[src/rtl/dp_pkg.sv]
// Shared types and defaults for the dot-product operand feeder.
// Also imported by the engine-side testbench.
package dp_pkg;

    typedef enum logic [2:0] {
        S_IDLE,
        S_CLEAR,
        S_STREAM,
        S_DRAIN,
        S_DONE
    } dp_state_t;

    localparam int D_PIXEL_N     = 10;
    localparam int D_PIXEL_SIZE  = 10;
    localparam int D_WEIGHT_SIZE = 19;
    localparam int D_PARALLEL    = 2;
    localparam int D_VAL_SIZE    = 26;
    localparam int D_ADDR_W      = 8;
    localparam int D_DP_LATENCY  = 12;

    localparam int PIX_BEAT_W = D_PARALLEL * D_PIXEL_SIZE;
    localparam int WT_BEAT_W  = D_PARALLEL * D_WEIGHT_SIZE;

    function automatic int beats_f(input int n, input int p);
        return (n + p - 1) / p;
    endfunction

endpackage

[src/rtl/dp_lane_mask.sv]
// Flags the lanes of a beat that fall past the end of the vector,
// so the partial last beat feeds zeros into the engine.
module dp_lane_mask
    import dp_pkg::*;
#(
    parameter int PIXEL_N  = D_PIXEL_N,
    parameter int PARALLEL = D_PARALLEL,
    parameter int BW       = 3
) (
    input  logic [BW-1:0]       beat_i,
    output logic [PARALLEL-1:0] zero_o
);
    always_comb begin
        zero_o = '0;
        for (int j = 0; j < PARALLEL; j++) begin
            zero_o[j] = (int'(beat_i) * PARALLEL + j) >= PIXEL_N;
        end
    end
endmodule

[src/rtl/dp_operand_feeder.sv]
// Clears the dot-product engine, streams pixel/weight beats from two
// memories, drains the engine pipeline and returns the captured sum.
module dp_operand_feeder
    import dp_pkg::*;
#(
    parameter int PIXEL_N     = D_PIXEL_N,
    parameter int PIXEL_SIZE  = D_PIXEL_SIZE,
    parameter int WEIGHT_SIZE = D_WEIGHT_SIZE,
    parameter int PARALLEL    = D_PARALLEL,
    parameter int VAL_SIZE    = D_VAL_SIZE,
    parameter int ADDR_W      = D_ADDR_W,
    parameter int DP_LATENCY  = D_DP_LATENCY
) (
    input  logic                            clk,
    input  logic                            GlobalReset,
    input  logic                            start,
    input  logic [ADDR_W-1:0]               pix_base,
    input  logic [ADDR_W-1:0]               wt_base,
    output logic                            rd_en,
    output logic [ADDR_W-1:0]               pix_addr,
    output logic [ADDR_W-1:0]               wt_addr,
    input  logic [PARALLEL*PIXEL_SIZE-1:0]  pix_rdata,
    input  logic [PARALLEL*WEIGHT_SIZE-1:0] wt_rdata,
    output logic                            dp_clear,
    output logic [PARALLEL*PIXEL_SIZE-1:0]  Pixels,
    output logic [PARALLEL*WEIGHT_SIZE-1:0] Weights,
    input  logic [VAL_SIZE-1:0]             dp_value,
    output logic [VAL_SIZE-1:0]             result,
    output logic                            result_valid,
    output logic                            busy
);
    localparam int PW    = PARALLEL * PIXEL_SIZE;
    localparam int WW    = PARALLEL * WEIGHT_SIZE;
    localparam int BEATS = beats_f(PIXEL_N, PARALLEL);
    localparam int BW    = $clog2(BEATS + 1);
    localparam int DW    = $clog2(DP_LATENCY + 1);
    localparam logic [BW-1:0] LAST_BEAT  = BW'(BEATS - 1);
    localparam logic [DW-1:0] LAST_DRAIN = DW'(DP_LATENCY - 1);

    dp_state_t         state_q;
    logic              rd_en_q;
    logic [ADDR_W-1:0] paddr_q;
    logic [ADDR_W-1:0] waddr_q;
    logic [BW-1:0]     beat_q;
    logic              vld1_q;
    logic [BW-1:0]     beat1_q;
    logic              plast_q;
    logic [DW-1:0]     drain_q;
    logic              clr_q;
    logic              busy_q;
    logic              rv_q;
    logic [VAL_SIZE-1:0] res_q;
    logic [PW-1:0]     pix_q;
    logic [PW-1:0]     pix_d;
    logic [WW-1:0]     wt_q;
    logic [WW-1:0]     wt_d;
    logic [PARALLEL-1:0] lane_zero;

    // beat1_q tags the word coming back from memory this cycle
    dp_lane_mask #(
        .PIXEL_N  (PIXEL_N),
        .PARALLEL (PARALLEL),
        .BW       (BW)
    ) u_mask (
        .beat_i (beat1_q),
        .zero_o (lane_zero)
    );

    always_ff @(posedge clk or negedge GlobalReset) begin
        if (!GlobalReset) begin
            state_q <= S_IDLE;
            rd_en_q <= 1'b0;
            paddr_q <= '0;
            waddr_q <= '0;
            beat_q  <= '0;
            vld1_q  <= 1'b0;
            beat1_q <= '0;
            plast_q <= 1'b0;
            drain_q <= '0;
            clr_q   <= 1'b0;
            busy_q  <= 1'b0;
            rv_q    <= 1'b0;
            res_q   <= '0;
        end else begin
            vld1_q  <= rd_en_q;
            beat1_q <= beat_q;
            plast_q <= vld1_q && (beat1_q == LAST_BEAT);
            clr_q   <= 1'b0;
            rv_q    <= 1'b0;
            if (rd_en_q) begin
                if (beat_q == LAST_BEAT) begin
                    rd_en_q <= 1'b0;
                end else begin
                    beat_q  <= beat_q + 1'b1;
                    paddr_q <= paddr_q + 1'b1;
                    waddr_q <= waddr_q + 1'b1;
                end
            end
            unique case (state_q)
                S_IDLE: begin
                    if (start) begin
                        state_q <= S_CLEAR;
                        clr_q   <= 1'b1;
                        busy_q  <= 1'b1;
                        rd_en_q <= 1'b1;
                        beat_q  <= '0;
                        paddr_q <= pix_base;
                        waddr_q <= wt_base;
                    end
                end
                S_CLEAR: state_q <= S_STREAM;
                S_STREAM: begin
                    if (plast_q) begin
                        state_q <= S_DRAIN;
                        drain_q <= '0;
                    end
                end
                S_DRAIN: begin
                    if (drain_q == LAST_DRAIN) begin
                        res_q   <= dp_value;
                        rv_q    <= 1'b1;
                        state_q <= S_DONE;
                    end else begin
                        drain_q <= drain_q + 1'b1;
                    end
                end
                S_DONE: begin
                    busy_q  <= 1'b0;
                    state_q <= S_IDLE;
                end
                default: state_q <= S_IDLE;
            endcase
        end
    end

    always_comb begin
        pix_d = '0;
        wt_d  = '0;
        if (vld1_q) begin
            for (int j = 0; j < PARALLEL; j++) begin
                if (!lane_zero[j]) begin
                    pix_d[j*PIXEL_SIZE +: PIXEL_SIZE] =
                        pix_rdata[j*PIXEL_SIZE +: PIXEL_SIZE];
                    wt_d[j*WEIGHT_SIZE +: WEIGHT_SIZE] =
                        wt_rdata[j*WEIGHT_SIZE +: WEIGHT_SIZE];
                end
            end
        end
    end

    always_ff @(posedge clk or negedge GlobalReset) begin
        if (!GlobalReset) begin
            pix_q <= '0;
            wt_q  <= '0;
        end else begin
            pix_q <= pix_d;
            wt_q  <= wt_d;
        end
    end

    assign rd_en        = rd_en_q;
    assign pix_addr     = paddr_q;
    assign wt_addr      = waddr_q;
    assign dp_clear     = clr_q;
    assign Pixels       = pix_q;
    assign Weights      = wt_q;
    assign result       = res_q;
    assign result_valid = rv_q;
    assign busy         = busy_q;
endmodule

[config.mk]
export PLATFORM = sky130hd
export DESIGN_NAME = dp_operand_feeder
export DESIGN_NICKNAME = d
export VERILOG_FILES = /design/src/rtl/dp_pkg.sv /design/src/rtl/dp_lane_mask.sv /design/src/rtl/dp_operand_feeder.sv
export SDC_FILE = /design/constraint.sdc
export NUM_CORES = 1
export LEC_CHECK = 0
export BUFFER_PORTS_ARGS = -buffer_cell sky130_fd_sc_hd__buf_4
export CAP_MARGIN = 40
export CORE_ASPECT_RATIO = 1.1
export CORE_MARGIN = 5
export CORE_UTILIZATION = 42
export DETAILED_ROUTE_END_ITERATION = 6
export PLACE_DENSITY_LB_ADDON = 0.05
export SLEW_MARGIN = 10
export SYNTH_ARGS = -nofsm -noshare
export SYNTH_HDL_FRONTEND = slang
export SYNTH_SLANG_ARGS = --single-unit
[constraint.sdc]
create_clock -name clk -period 1.55 [get_ports clk]
set_input_delay 0.31 -clock clk [delete_from_list [all_inputs] [get_ports clk]]
set_output_delay 0.31 -clock clk [all_outputs]
set_load 0.01 [all_outputs]
# Word-level counts from Yosys, hierarchy flattened
# Cells that the tools add are included.
# W data, S select, Z words.
# op_classes
n_addsub	5
n_lt_le_gt_ge	2
n_eq_ne	11
n_mux	35
reduce_logical	8
# op_table
op	n
$mux W8	8
$mux W19	2
$mux W38	1
$ge A32 B5 Y1 const B	1
$mux W3	7
$mux W10	2
$mux W20	1
$add A8 B1 Y8 const B	2
$pmux W3 S4	1
$eq A3 B3 Y1 const B	3
$mux W1	9
$mux W4	2
$ne A2 B2 Y1 const B	4
$pmux W4 S2	1
$eq A3 B2 Y1 const B	2
$reduce_and A3 Y1	2
$add A4 B1 Y5 const B	1
$add A4 B1 Y4 const B	1
$eq A4 B4 Y1 const B	1
$ge A4 B4 Y1 const B	1
$reduce_and A2 Y1	2
$reduce_bool A2 Y1	2
$add A3 B1 Y3 const B	1
$eq A3 B1 Y1 const B	1
other kinds (3)	3
# word_totals
regBits	119
inputBits	103
out_inout_bits	104
word_cells	76

# Depth between registers and ports, before layout
# depth
ltp_word	5
ltp_mapped	7
ltp_nobuf	6

# Hierarchy
# A second synthesis with hierarchy kept.
# unflattened
cells_unflattened	336
area_unflattened_um2	4521.8
# by_module_without_submodules
module	n_inst	cells_per_inst	area_each_um2
dp_operand_feeder	1	334	4506.8
dp_lane_mask	1	2	15.0

# Worst setup path after synthesis
# OpenSTA, ideal clock, no wires.
# synth_timing
path_type	register to register
startpoint	register drain_q[0]
endpoint	register res_q[15] (netlist: result[15])
setup_time_ns	0.125
arrival_time_ns	1.527
t_required_ns	1.425
path_slack_ns	-0.102
stages_incl_launch_ff	7
path_buffers	2
synth_period_minus_slack_ns	1.652
path_cell_list	dfrtp_1 -> ha_1 -> and3b_4 -> and3_4 -> buf_8 -> buf_12 -> mux2_4
# synth_via
elab_chain_cells	2
# synth_rtl
item	line	text
start, declared	dp_operand_feeder.sv:48	logic [DW-1:0] drain_q;
start signal, assigned	dp_operand_feeder.sv:124	drain_q <= drain_q + 1'b1;
$eq A4 B4 Y1	dp_operand_feeder.sv:119	if (drain_q == LAST_DRAIN) begin
$reduce_and A2 Y1 (no line)	-	
end signal, assigned	dp_operand_feeder.sv:120	res_q <= dp_value;
end, declared	dp_operand_feeder.sv:52	logic [VAL_SIZE-1:0] res_q;
# Every way passes these cells.
# A chain may end at the register's enable or synchronous reset.

# Final worst setup path
# layout_timing
startpoint	register drain_q[1]
endpoint	register res_q[11] (netlist: result[11])
# The elaborated chain is that of the path after synthesis.

==> impl_metrics.prom <==
# TYPE chip_impl_metric gauge
chip_impl_info{name="endpoint_kind",value="register"} 1
chip_impl_metric{name="gr-total-overflow",unit=""} 0
chip_impl_metric{name="tightestPinTransition",unit="ns"} 0.3923
chip_impl_metric{name="grt_pass1_wl",unit="mm"} 18.12
chip_impl_metric{name="report.final.hold_viol_count",unit=""} 0
chip_impl_metric{name="place.port_buffers",unit=""} 206
chip_impl_metric{name="worst_ir_drop_vdd",unit="mV"} 1.097
chip_impl_metric{name="power_leakage",unit="uW"} 0.003885
chip_impl_info{name="critical_path.reg2reg.startpoint",value="drain_q[1]"} 1
chip_impl_metric{name="vertical_extent_of_the_die",unit="um"} 119.4
chip_impl_info{name="critPathKind",value="register to register"} 1
chip_impl_metric{name="synthesis.nets",unit=""} 444
chip_impl_info{name="outcome",value="finished, violations left"} 1
chip_impl_metric{name="route.vias.total",unit=""} 3457
chip_impl_metric{name="max_cap_violations",unit=""} 0
chip_impl_metric{name="wl_met1",unit="mm"} 4.905
chip_impl_metric{name="drc_errors",unit=""} 0
chip_impl_metric{name="synth_enable_flop_cells",unit=""} 0
chip_impl_metric{name="yosys.area.top_type_share",unit=""} 0.6519
chip_impl_metric{name="cp_data_arrival_time",unit="ns"} 1.84
chip_impl_info{name="netlist_top_cells_area",value="sky130_fd_sc_hd__dfrtp_1, sky130_fd_sc_hd__and3_1, sky130_fd_sc_hd__mux2_4, sky130_fd_sc_hd__xor2_1, sky130_fd_sc_hd__o21ai_0"} 1
chip_impl_metric{name="clock_path_buffers",unit=""} 2
chip_impl_info{name="slowest_stage",value="sky130_fd_sc_hd__dfrtp_1"} 1
chip_impl_metric{name="critPathMaxStageDelay",unit="ns"} 0.39
chip_impl_metric{name="mappedNetlistArea",unit="um^2"} 4568
chip_impl_info{name="grt_setup_unrepaired",value="yes"} 1
chip_impl_metric{name="insertion_delay",unit="ns"} 0.41
chip_impl_metric{name="fraction_of_final_layout_cells_with_drive_strength_greater_than_1",unit=""} 0.5112
chip_impl_metric{name="part_of_the_cycle_the_worst_path_needs",unit=""} 1.006
chip_impl_metric{name="detailed_place_hpwl",unit="mm"} 8.516
chip_impl_metric{name="cts_num_sinks",unit=""} 119
chip_impl_metric{name="drtIter0Drc",unit=""} 145
chip_impl_metric{name="dieWidth",unit="um"} 109.4
chip_impl_metric{name="worstPathRequired",unit="ns"} 1.83
chip_impl_metric{name="seq_area_frac_synth",unit=""} 0.6519
chip_impl_metric{name="place.gp.congestion",unit=""} 0.7995
chip_impl_metric{name="post-route-min-period",unit="ns"} 1.560
chip_impl_metric{name="r2r_setup_slack",unit="ns"} -0.01
chip_impl_metric{name="antennaDiodeCount",unit=""} 0
chip_impl_metric{name="max_slew_margin",unit=""} 0.7385
chip_impl_metric{name="hold_depth",unit=""} 3
chip_impl_metric{name="detailedPlace.worstSlack",unit="ns"} -0.02122
chip_impl_metric{name="core_region_area",unit="um^2"} 10810
chip_impl_metric{name="detail_route.vias_per_cell",unit=""} 4.749
chip_impl_metric{name="cellPowerDensity",unit="nW/um^2"} 1761
chip_impl_info{name="violations",value="setup timing"} 1
chip_impl_info{name="hold_end",value="pix_addr[5]"} 1
chip_impl_metric{name="met3RoutedLength",unit="um"} 833
chip_impl_metric{name="cts_inserted_buffers",unit=""} 17
chip_impl_metric{name="grt_pass1_vias",unit=""} 3525
chip_impl_metric{name="critPathBufInv",unit=""} 1
chip_impl_metric{name="pin_count_of_the_biggest_net_entering_global_routing",unit=""} 60
chip_impl_metric{name="clock_skew",unit="ns"} 0.01463
chip_impl_metric{name="finalMaxSlewViolations",unit=""} 0
chip_impl_metric{name="boundaryPins",unit=""} 207
chip_impl_metric{name="drt.antenna.violating_nets",unit=""} 0
chip_impl_metric{name="final_routed_wirelength_across_all_metal_layers",unit="mm"} 11.93
chip_impl_metric{name="floorplan.rows",unit=""} 40
chip_impl_info{name="tritoncts",value="done"} 1
chip_impl_metric{name="die-area",unit="um^2"} 13060
chip_impl_metric{name="drt_pre_antenna_iters",unit=""} 5
chip_impl_info{name="ys_dominant_reg_cell",value="sky130_fd_sc_hd__dfrtp_1"} 1
chip_impl_info{name="top_cell_family_by_delay_on_the_critical_path",value="simple AND/OR/NAND/NOR gates"} 1
chip_impl_info{name="route.top_layer_used",value="met4"} 1
chip_impl_metric{name="area.growth.synth_to_final",unit="%"} 57.16
chip_impl_metric{name="synthesis.instances",unit=""} 336
chip_impl_metric{name="grt_antenna_before_repair",unit=""} 0
chip_impl_metric{name="met2_length",unit="mm"} 5.982
chip_impl_metric{name="setup_viol",unit=""} 7
chip_impl_info{name="critical_path.reg2reg.endpoint",value="result[11]"} 1
chip_impl_info{name="min-delay-path-class",value="input port to register"} 1
chip_impl_info{name="worstHoldStart",value="pix_base[5]"} 1
chip_impl_metric{name="timing.fmax",unit="MHz"} 641.2
chip_impl_metric{name="r2r_cells",unit=""} 5
chip_impl_info{name="post-synth-top-area-cell",value="sky130_fd_sc_hd__dfrtp_1"} 1
chip_impl_metric{name="post-route-worst-setup-slack",unit="ns"} -0.009547
chip_impl_metric{name="global_route.usage.total",unit=""} 0.1814
chip_impl_metric{name="synth-warning-count",unit=""} 0
chip_impl_metric{name="setup_tns",unit="ns"} -0.03007
chip_impl_info{name="root_buffer",value="sky130_fd_sc_hd__clkbuf_16"} 1
chip_impl_metric{name="ctsHtreeMaxLevel",unit=""} 4
chip_impl_metric{name="clkTransAtPathRegs",unit="ns"} 0.05
chip_impl_info{name="crit_path_cell_chain",value="ha_4 > and3b_4 > and3_4 > buf_12 > mux2_2"} 1
chip_impl_metric{name="wl_per_cell",unit="um"} 16.38
chip_impl_metric{name="synth.avg_cell_area",unit="um^2"} 13.60
chip_impl_info{name="setup.worst_path.start_class",value="register"} 1
chip_impl_metric{name="yosys.cell_types.count",unit=""} 35
chip_impl_metric{name="yosys_reg_bits",unit=""} 119
chip_impl_metric{name="async_set_or_reset_register_ratio_after_synthesis",unit=""} 1.000
chip_impl_metric{name="finish.net_count",unit=""} 677
chip_impl_metric{name="critical_path.max_fanout",unit=""} 12
chip_impl_metric{name="start_util",unit=""} 0.4226
-- Yosys cell counts, types with 2 or more instances --
cell / n
sky130_fd_sc_hd__a21oi_1: 5
sky130_fd_sc_hd__a22o_1: 2
sky130_fd_sc_hd__and3_1: 63
sky130_fd_sc_hd__buf_12: 2
sky130_fd_sc_hd__buf_2: 2
sky130_fd_sc_hd__clkbuf_1: 14
sky130_fd_sc_hd__dfrtp_1: 119
sky130_fd_sc_hd__ha_1: 5
sky130_fd_sc_hd__inv_1: 3
sky130_fd_sc_hd__mux2_2: 8
sky130_fd_sc_hd__mux2_4: 19
sky130_fd_sc_hd__mux2i_1: 3
sky130_fd_sc_hd__nand2_1: 22
sky130_fd_sc_hd__nand3_1: 5
sky130_fd_sc_hd__nand4_1: 6
sky130_fd_sc_hd__nor2_1: 6
sky130_fd_sc_hd__nor3_1: 3
sky130_fd_sc_hd__o21ai_0: 19
sky130_fd_sc_hd__xnor2_1: 3
sky130_fd_sc_hd__xor2_1: 12
-- flip-flops by register name, indices dropped and copies added (netlist names) --
register	flops
busy	1
result	26
wt_addr	8
Weights	38
plast_q	1
dp_clear	1
beat_q	3
vld1_q	1
pix_addr	8
drain_q	4
Pixels	20
rd_en	1
beat1_q	3
result_valid	1
state_q	3
-- area by class of cell --
cell class                 instances  area [um^2]
sequential                       119         2978
tap                              147        183.9
timing repair buffer             234         1889
fill                             864         3631
multi-input combinational        194         1480
inverter                           3        11.26
clock buffer                      22        464.2
clock inverter                     9        172.7
-- worst reg2reg max path, cell delays in order, from the launching register on --
cell and delay (ns):
sky130_fd_sc_hd__dfrtp_1 0.39, sky130_fd_sc_hd__ha_4 0.15, sky130_fd_sc_hd__and3b_4 0.19, sky130_fd_sc_hd__and3_4 0.22
sky130_fd_sc_hd__buf_12 0.15, sky130_fd_sc_hd__mux2_2 0.34
-- where the power goes --
part,internal (uW),leakage [uW],switching [uW]
combinational,2180,0.00200,1780
sequential,3880,0.00158,595
clock,2920,0.000310,1300
total,8980,0.00389,3670
-- per-stage QoR --
stage / cells / hold WS (ns) / area (um^2) / util / power (uW)
finish: 728 / 0.1047 / 7179 / 0.6641 / 12640
global route: 728 / 0.1132 / 7179 / 0.6641 / 13320
CTS: 721 / 0.08835 / 7086 / 0.6554 / 12560
detailed placement: 689 / 0.2583 / 6439 / 0.5956 / 8272
global placement: 689 / 0.2557 / 6439 / 0.5956 / 8171
floorplan: 336 / 0.01441 / 4571 / - / 6310
-- cells by family (layout without fill, tap and decap cells) --
logic type | count (synthesis) | count (layout) | synth area share
AOI/OAI and AO/OA | 30 | 30 | 0.03807
xor gates and xnor gates | 15 | 15 | 0.02876
adders and majority gates | 5 | 5 | 0.01369
buffers and inverters | 23 | 268 | 0.03068
DFF | 119 | 119 | 0.6519
muxes | 30 | 30 | 0.08874
and+or+nand+nor | 114 | 114 | 0.1482
-- worst max path at each step --
stage / depth (start not counted) / from / endpoint / slack [ns]
after floorplan: 6 / drain_q[1] / result[15] / -0.07
after global routing: 5 / drain_q[1] / result[10] / -0.07
after global placement: 5 / drain_q[1] / result[21] / 0.02
after CTS: 5 / drain_q[1] / result[11] / -0.03
final: 5 / drain_q[1] / result[11] / -0.01
after detailed placement: 5 / drain_q[1] / result[9] / -0.02
-- placed cells by master, fill, tap and decap left out, types with 2 or more instances in the layout --
cell type and instances:
sky130_fd_sc_hd__a21oi_1 5, sky130_fd_sc_hd__a22o_1 2, sky130_fd_sc_hd__and3_1 63, sky130_fd_sc_hd__buf_12 9
sky130_fd_sc_hd__buf_4 223, sky130_fd_sc_hd__bufinv_16 5, sky130_fd_sc_hd__clkbuf_1 3, sky130_fd_sc_hd__clkbuf_16 18
sky130_fd_sc_hd__clkbuf_8 2, sky130_fd_sc_hd__clkinv_2 3, sky130_fd_sc_hd__dfrtp_1 119, sky130_fd_sc_hd__ha_1 3
sky130_fd_sc_hd__inv_1 3, sky130_fd_sc_hd__mux2_2 7, sky130_fd_sc_hd__mux2_4 20, sky130_fd_sc_hd__mux2i_1 3
sky130_fd_sc_hd__nand2_1 22, sky130_fd_sc_hd__nand3_1 5, sky130_fd_sc_hd__nand4_1 6, sky130_fd_sc_hd__nor2_1 6
sky130_fd_sc_hd__nor3_1 3, sky130_fd_sc_hd__o21ai_0 14, sky130_fd_sc_hd__o21ai_1 4, sky130_fd_sc_hd__xnor2_1 3
sky130_fd_sc_hd__xor2_1 12
-- timing repair --
action                                 4_1_cts  5_1_grt
setup endpoints to repair                   21       38
gates cloned                                 0        1
resized for setup                            0        8
endpoints found under the hold margin       21        0
pin swaps                                    0        4
setup buffers                                0        6
hold buffers                                 1        0
-- metal layers --
metal  global-route usage  vias to the layer above
met4              0.06937                        0
li1                     -                     1639
met3              0.05854                       14
met5                    0                        -
met1               0.2269                     1662
met2               0.2905                      142
Note: power is estimated with default switching activity, not from simulation.
